--- config.mk ---
export PLATFORM = sky130hd
export DESIGN_NAME = nibble_stream_sequencer
export DESIGN_NICKNAME = d
export VERILOG_FILES = /design/src/rtl/nibble_stream_sequencer.sv
export SDC_FILE = /design/constraint.sdc
export NUM_CORES = 1
export LEC_CHECK = 0
export CAP_MARGIN = 20
export CORE_MARGIN = 5
export CORE_UTILIZATION = 61
export CTS_CLUSTER_SIZE = 10
export DETAILED_ROUTE_END_ITERATION = 16
export DONT_BUFFER_PORTS = 1
export GPL_ROUTABILITY_DRIVEN = 0
export PLACE_DENSITY_LB_ADDON = 0.12
export SLEW_MARGIN = 20
export SYNTH_ARGS = -nofsm -noshare
export SYNTH_HDL_FRONTEND = slang
export SYNTH_SLANG_ARGS = --single-unit
--- constraint.sdc ---
create_clock -name clk -period 2.43 [get_ports clk]
set_clock_uncertainty 0.1 [all_clocks]
set_input_delay 0.486 -clock clk [delete_from_list [all_inputs] [get_ports clk]]
set_output_delay 0.486 -clock clk [all_outputs]
set_load 0.1 [all_outputs]
--- src/rtl/nibble_stream_sequencer.sv ---
// Byte-to-nibble serialiser on valid/ready streams with framing and a completed-byte counter.
// Optional even-parity output on each nibble when NIBBLE_PARITY_EN is defined.
module nibble_stream_sequencer #(
    parameter int unsigned CNT_W = 16
) (
    input  logic             clk,
    input  logic             rst_n,
    input  logic             cfg_swap,
    input  logic             in_valid,
    output logic             in_ready,
    input  logic [7:0]       in_data,
    input  logic             in_last,
    output logic             out_valid,
    input  logic             out_ready,
    output logic [3:0]       out_nibble,
    output logic             out_first,
    output logic             out_last,
    output logic             busy,
    input  logic             clr_cnt,
    output logic [CNT_W-1:0] byte_cnt
`ifdef NIBBLE_PARITY_EN
    ,
    output logic             out_parity
`endif
);

    localparam logic [1:0] IDLE = 2'd0;
    localparam logic [1:0] NIB0 = 2'd1;
    localparam logic [1:0] NIB1 = 2'd2;

    logic [1:0] state_q;
    logic [1:0] state_d;
    logic [7:0] byte_q;
    logic       last_q;
    logic       swap_q;
    logic       accept;
    logic       nib1_done;

    // State register and byte/config capture
    always_ff @(posedge clk) begin
        if (!rst_n) begin
            state_q <= IDLE;
            byte_q  <= 8'h00;
            last_q  <= 1'b0;
            swap_q  <= 1'b0;
        end else begin
            state_q <= state_d;
            if (accept) begin
                byte_q <= in_data;
                last_q <= in_last;
                swap_q <= cfg_swap;
            end
        end
    end

    // Clear takes priority over a same-cycle increment
    always_ff @(posedge clk) begin
        if (!rst_n) begin
            byte_cnt <= '0;
        end else if (clr_cnt) begin
            byte_cnt <= '0;
        end else if (nib1_done) begin
            byte_cnt <= byte_cnt + CNT_W'(1);
        end
    end

    // Next-state and stream outputs
    always_comb begin
        state_d    = state_q;
        in_ready   = 1'b0;
        out_valid  = 1'b0;
        out_nibble = 4'h0;
        out_first  = 1'b0;
        out_last   = 1'b0;
        nib1_done  = 1'b0;
        case (state_q)
            IDLE: begin
                in_ready = rst_n;
                if (in_valid) state_d = NIB0;
            end
            NIB0: begin
                out_valid  = 1'b1;
                out_first  = 1'b1;
                out_nibble = swap_q ? byte_q[7:4] : byte_q[3:0];
                if (out_ready) state_d = NIB1;
            end
            NIB1: begin
                out_valid  = 1'b1;
                out_last   = last_q;
                out_nibble = swap_q ? byte_q[3:0] : byte_q[7:4];
                in_ready   = rst_n & out_ready;
                nib1_done  = out_ready;
                if (out_ready) state_d = in_valid ? NIB0 : IDLE;
            end
            default: state_d = IDLE;
        endcase
    end

    assign accept = in_valid & in_ready;
    assign busy   = (state_q != IDLE);

`ifdef NIBBLE_PARITY_EN
    assign out_parity = ^out_nibble;
`endif

endmodule

# Yosys cells after proc, flatten, opt, wreduce, memory -nomap -nowiden
# Index checks and enable logic that the tools add are counted.
# totals
register_bits	28
in_bits	15
output_inout_bits	25
word_cells	32
# op_classes
n_addsub	1
eq_ne	5
mux	13
n_bitwise	3
reduce_logical	5
# ops
operator	n
adder 16 x 1 -> 16 bit, second input constant	1
2-to-1 mux 4 bit	2
one-hot mux 4 bit (2 select lines)	1
2-to-1 mux 2 bit	3
!= test 2 bit, second input constant	3
one-hot mux 2 bit (3 select lines)	1
2-to-1 mux 1 bit	5
OR reduction 2 bit	2
AND reduction 3 bit	1
bitwise AND 1 bit	2
equality test 2 x 1 -> 1 bit, second input constant	1
equality test 2 bit, second input constant	1
logical NOT 2 bit	1
one-hot mux 1 bit (2 select lines)	1
nonzero test 2 bit	1
inverter 1 bit	1

# Longest topological paths before layout
# depth
word_depth	3
ltp_mapped	8
ltp_nobuf	6

# Worst setup path before layout
# OpenSTA, ideal clock, no wires.
# synth_timing
path_type	register to output
from	reg state_q[1]
to	out out_nibble[3]
t_arrival_ns	3.827
required_ns	1.844
setup_slack_ns	-1.983
path_stages_with_launch	5
n_path_buf	0
cell_sequence	dfxtp_1 -> inv_1 -> ha_1 -> a221oi_1 -> a211oi_1
# synth_via
elab_chain_len	2
elab_cells_between_ends	3
cone_classes	2 x eq/ne; 1 x mux
# synth_lines
element	line	source
start: declaration	31	logic [1:0] state_q;
start signal: assignment	47	state_q <= state_d;
equality test 2 bit / equality test 2 x 1 -> 1 bit (equally long branches)	76	case (state_q)
one-hot mux 4 bit (2 select lines) *	76	
end: declaration	15	output logic [3:0] out_nibble,
# Mark *: on every way between the ends. The rest lies on a longest branch, timed or not.

# Final worst setup path
# layout_timing
from	reg state_q[1]
to	out out_nibble[0]
# Same word-level chain as after synthesis.

==> results.yml <==
setup_path:
  setup.worst_path.class: "flop to output pin"
  required_ns: 1.84
  crit_path_end_kind: "output pin"
  worst_ep_arrival_time_ns: 1.83
  reg2reg_depth: 6
  worst-path-max-fanout: 6
  startpoint_type: "flop"
timing:
  drv_slew: 0
  grt_setup_unrepaired: "true"
  timing.setup.tns_ns: 0
  actual_slew_at_the_worst_max_slew_pin_ns: 0.978
  finalSetupViolCount: 0
  fin_crit_sh_pct: 99.4
  postLayoutSetupSlackWorst_ns: 0.0148
  report.final.hold_viol_count: 0
  hold_slack_ns: 0.185
  worst_slew_margin_pct: 34.7
  fmax_mhz: 414
  finalWorstPathRequiredPeriod_ns: 2.42
die:
  core.rowCount: 17
  effective_utilization_at_floorplan_pct: 63.7
  core_region_area_um2: 2190
  die_area_um2: 3340
  die-height_um: 57.8
  io_pins: 40
  die_x_um: 57.8
global_routing:
  maximum_number_of_pins_on_one_net_before_global_route_repair: 21
  gr-usage-all-layers_pct: 20.5
  wire_length_of_the_first_global_routing_pass_mm: 5.40
  antenna_found_initial: 0
  grt.overflow.total: 0
  first_global_vias: 1293
logic_synthesis:
  synth.lib_cells_used.distinct: 34
  synthTopCellsByCount: "sky130_fd_sc_hd__dfxtp_1, sky130_fd_sc_hd__nand3_1, sky130_fd_sc_hd__nor2_1, sky130_fd_sc_hd__inv_1, sky130_fd_sc_hd__o21ai_0"
  yosysTopAreaCellShare_pct: 40.2
  synth_seq_cells: 28
  async_flop_share_pct: 0
  synth_top_area_cell: "sky130_fd_sc_hd__dfxtp_1"
  postSynth.topFlopCell: "sky130_fd_sc_hd__dfxtp_1"
  synth.yosys.warnings: 0
  synth_fp_nets: 190
  synthesis.area_per_instance_um2: 8.35
  syn_area_um2: 1400
  synth_seq_area_share_pct: 40.2
  post-synth-top-count-cell: "sky130_fd_sc_hd__dfxtp_1"
  post_synth_edffs: 0
  post_synth_main_area_contributors: "sky130_fd_sc_hd__dfxtp_1, sky130_fd_sc_hd__ha_1, sky130_fd_sc_hd__nand3_1"
  syn-instance-count: 167
cts:
  clk_latency_ns: 0.33
  path_clk_slew_ns: 0.14
  cts.sinks: 28
  ctsHtreeMaxLevel: 1
  clk_path_buf_depth: 2
  ctsRootBufferMaster: "sky130_fd_sc_hd__clkbuf_4"
  cts-buffers-inserted: 3
  tritoncts_clock_tree: "yes"
route:
  drc: 0
  ant_nets: 0
  routed_via_density: 5.77
  detail_route.iter0.violations: 26
  total_detailed_routing_wirelength_mm: 3.29
  num_vias: 1270
  post_drt_wl_per_cell_um: 15.0
  dr.pass1.iters: 4
placed_design:
  dp_worst_setup_slack_ns: 0.110
  placed_area_um2: 1700
  port-buffer-count: 0
  dp.cells: 213
  post_detail_place_hpwl_mm: 2.51
hold_path:
  min-delay-path-class: "primary input to flop"
  whs_path_depth: 1
power:
  seq_power_share_pct: 51.4
  p_clk_share_pct: 23.2
  power.switching_uw: 323
  power_per_cell_area_nw_per_um2: 540
  power_report.internal_total_uw: 650
  power.combinational.fraction_pct: 25.4
  netSwitchingFraction_pct: 33.2
  vdd.ir_drop.worst_mv: 0.503
  p_leak_nw: 0.693
  p_total_uw: 973
layout:
  antenna_cells_inserted: 0
  sequential_cell_area_um2: 568
  final_util_pct: 82.3
  finalNonFillerCells: 220
  synthToLayoutAreaGrowth_pct: 29.2
  area_occupied_by_multi_input_gates_um2: 838
  nNetsFinal: 216
  fillers: 146
  final_layout_size_suffix_gt1_share_pct: 26.6
  final_area_um2: 1800
status:
  run_status: "complete, no violations"
job:
  drv_cap: 0
[sequential cells by signal (all words and copies together) (netlist names)]
name      count
byte_cnt     16
byte_q        8
swap_q        1
state_q       2
last_q        1
[cell families (layout without fill, tap and decap cells)]
group                      count (synthesis)  after routing  share of synthesized area (%)
buffers and inverters                     21             46                           5.74
xor gates and xnor gates                  11             11                           6.91
DFF                                       28             28                           40.2
muxes                                      4              4                           3.05
AOI/OAI and AO/OA                         29             29                           12.0
adders and majority gates                  8              8                           7.18
and+or+nand+nor                           66             66                           24.9
[power by group through the flow]
| stage | Combinational [mW] | Clock [mW] | Sequential, mW |
|---|---|---|---|
| global placement | 0.224 | 0 | 0.508 |
| global route | 0.260 | 0.257 | 0.504 |
| detailed placement | 0.230 | 0 | 0.511 |
| finish | 0.247 | 0.226 | 0.501 |
| floorplan | 0.190 | 0 | 0.507 |
| CTS | 0.238 | 0.232 | 0.499 |
[metal layers]
metal  vias to the layer above  wire length [um]  track usage [%]
met1                       596              1260             20.0
met4                         0                46             9.60
met2                        40              1810             40.3
li1                        628                 -                -
met3                         6               182             4.01
met5                         -                 0                0
[worst paths after layout]
| check | startpoint | end | slack, ns |
|---|---|---|---|
| min reg2reg | byte_q[2]$_SDFFE_PN0P_ | byte_q[2]$_SDFFE_PN0P_ | 0.40 |
| max reg2reg | state_q[0]$_SDFFE_PN0P_ | byte_cnt[13]$_SDFFE_PP0P_ | 0.32 |
| max | state_q[1]$_SDFFE_PN0P_ | out_nibble[0] | 0.01 |
| min | rst_n | state_q[0]$_SDFFE_PN0P_ | 0.18 |
[critical path: stages (launching register included)]
cell,delay [ns]
sky130_fd_sc_hd__dfxtp_4,0.39
sky130_fd_sc_hd__clkinvlp_4,0.15
sky130_fd_sc_hd__ha_4,0.22
sky130_fd_sc_hd__mux2_4,0.29
sky130_fd_sc_hd__a22oi_2,0.21
sky130_fd_sc_hd__nor2_4,0.07
sky130_fd_sc_hd__buf_12,0.17
[cells in the final DEF (no fill, tap or decap), drive strengths merged]
cell      netlist  layout
or3             2       2
a221oi          1       1
o21ai          15      15
a211oi          1       1
nor4            2       2
o22ai           1       1
and2            1       1
dfxtp          28      28
inv            15      14
mux2i           2       2
clkbuf          5       4
nand3          18      18
ha              8       8
or2             2       2
nor2           16      16
nand4           5       5
nand2b          1       1
a21boi          1       1
nor3            3       3
mux2            2       2
a21oi           5       5
nor2b           2       2
a21o            1       1
or4             3       3
and4            2       2
nand2           8       8
clkinvlp        0       1
xor2            6       6
buf             1      27
nor3b           1       1
a22oi           4       4
xnor2           5       5
[what timing repair did]
action                                  CTS  global route
pin swaps                                 1             3
buffers inserted                          1             2
hold buffers                              0             0
resized for setup                         8             4
endpoints found under the setup margin    5             5
[final cells by class]
type	count	area share (%)
multi-input cells	118	46.5
flip-flops and latches	28	31.5
repair buffers	27	14.7
inverters	15	3.33
clock buffers	4	2.01
well taps	28	1.94
No activity file was read; power rests on OpenSTA's default activity.
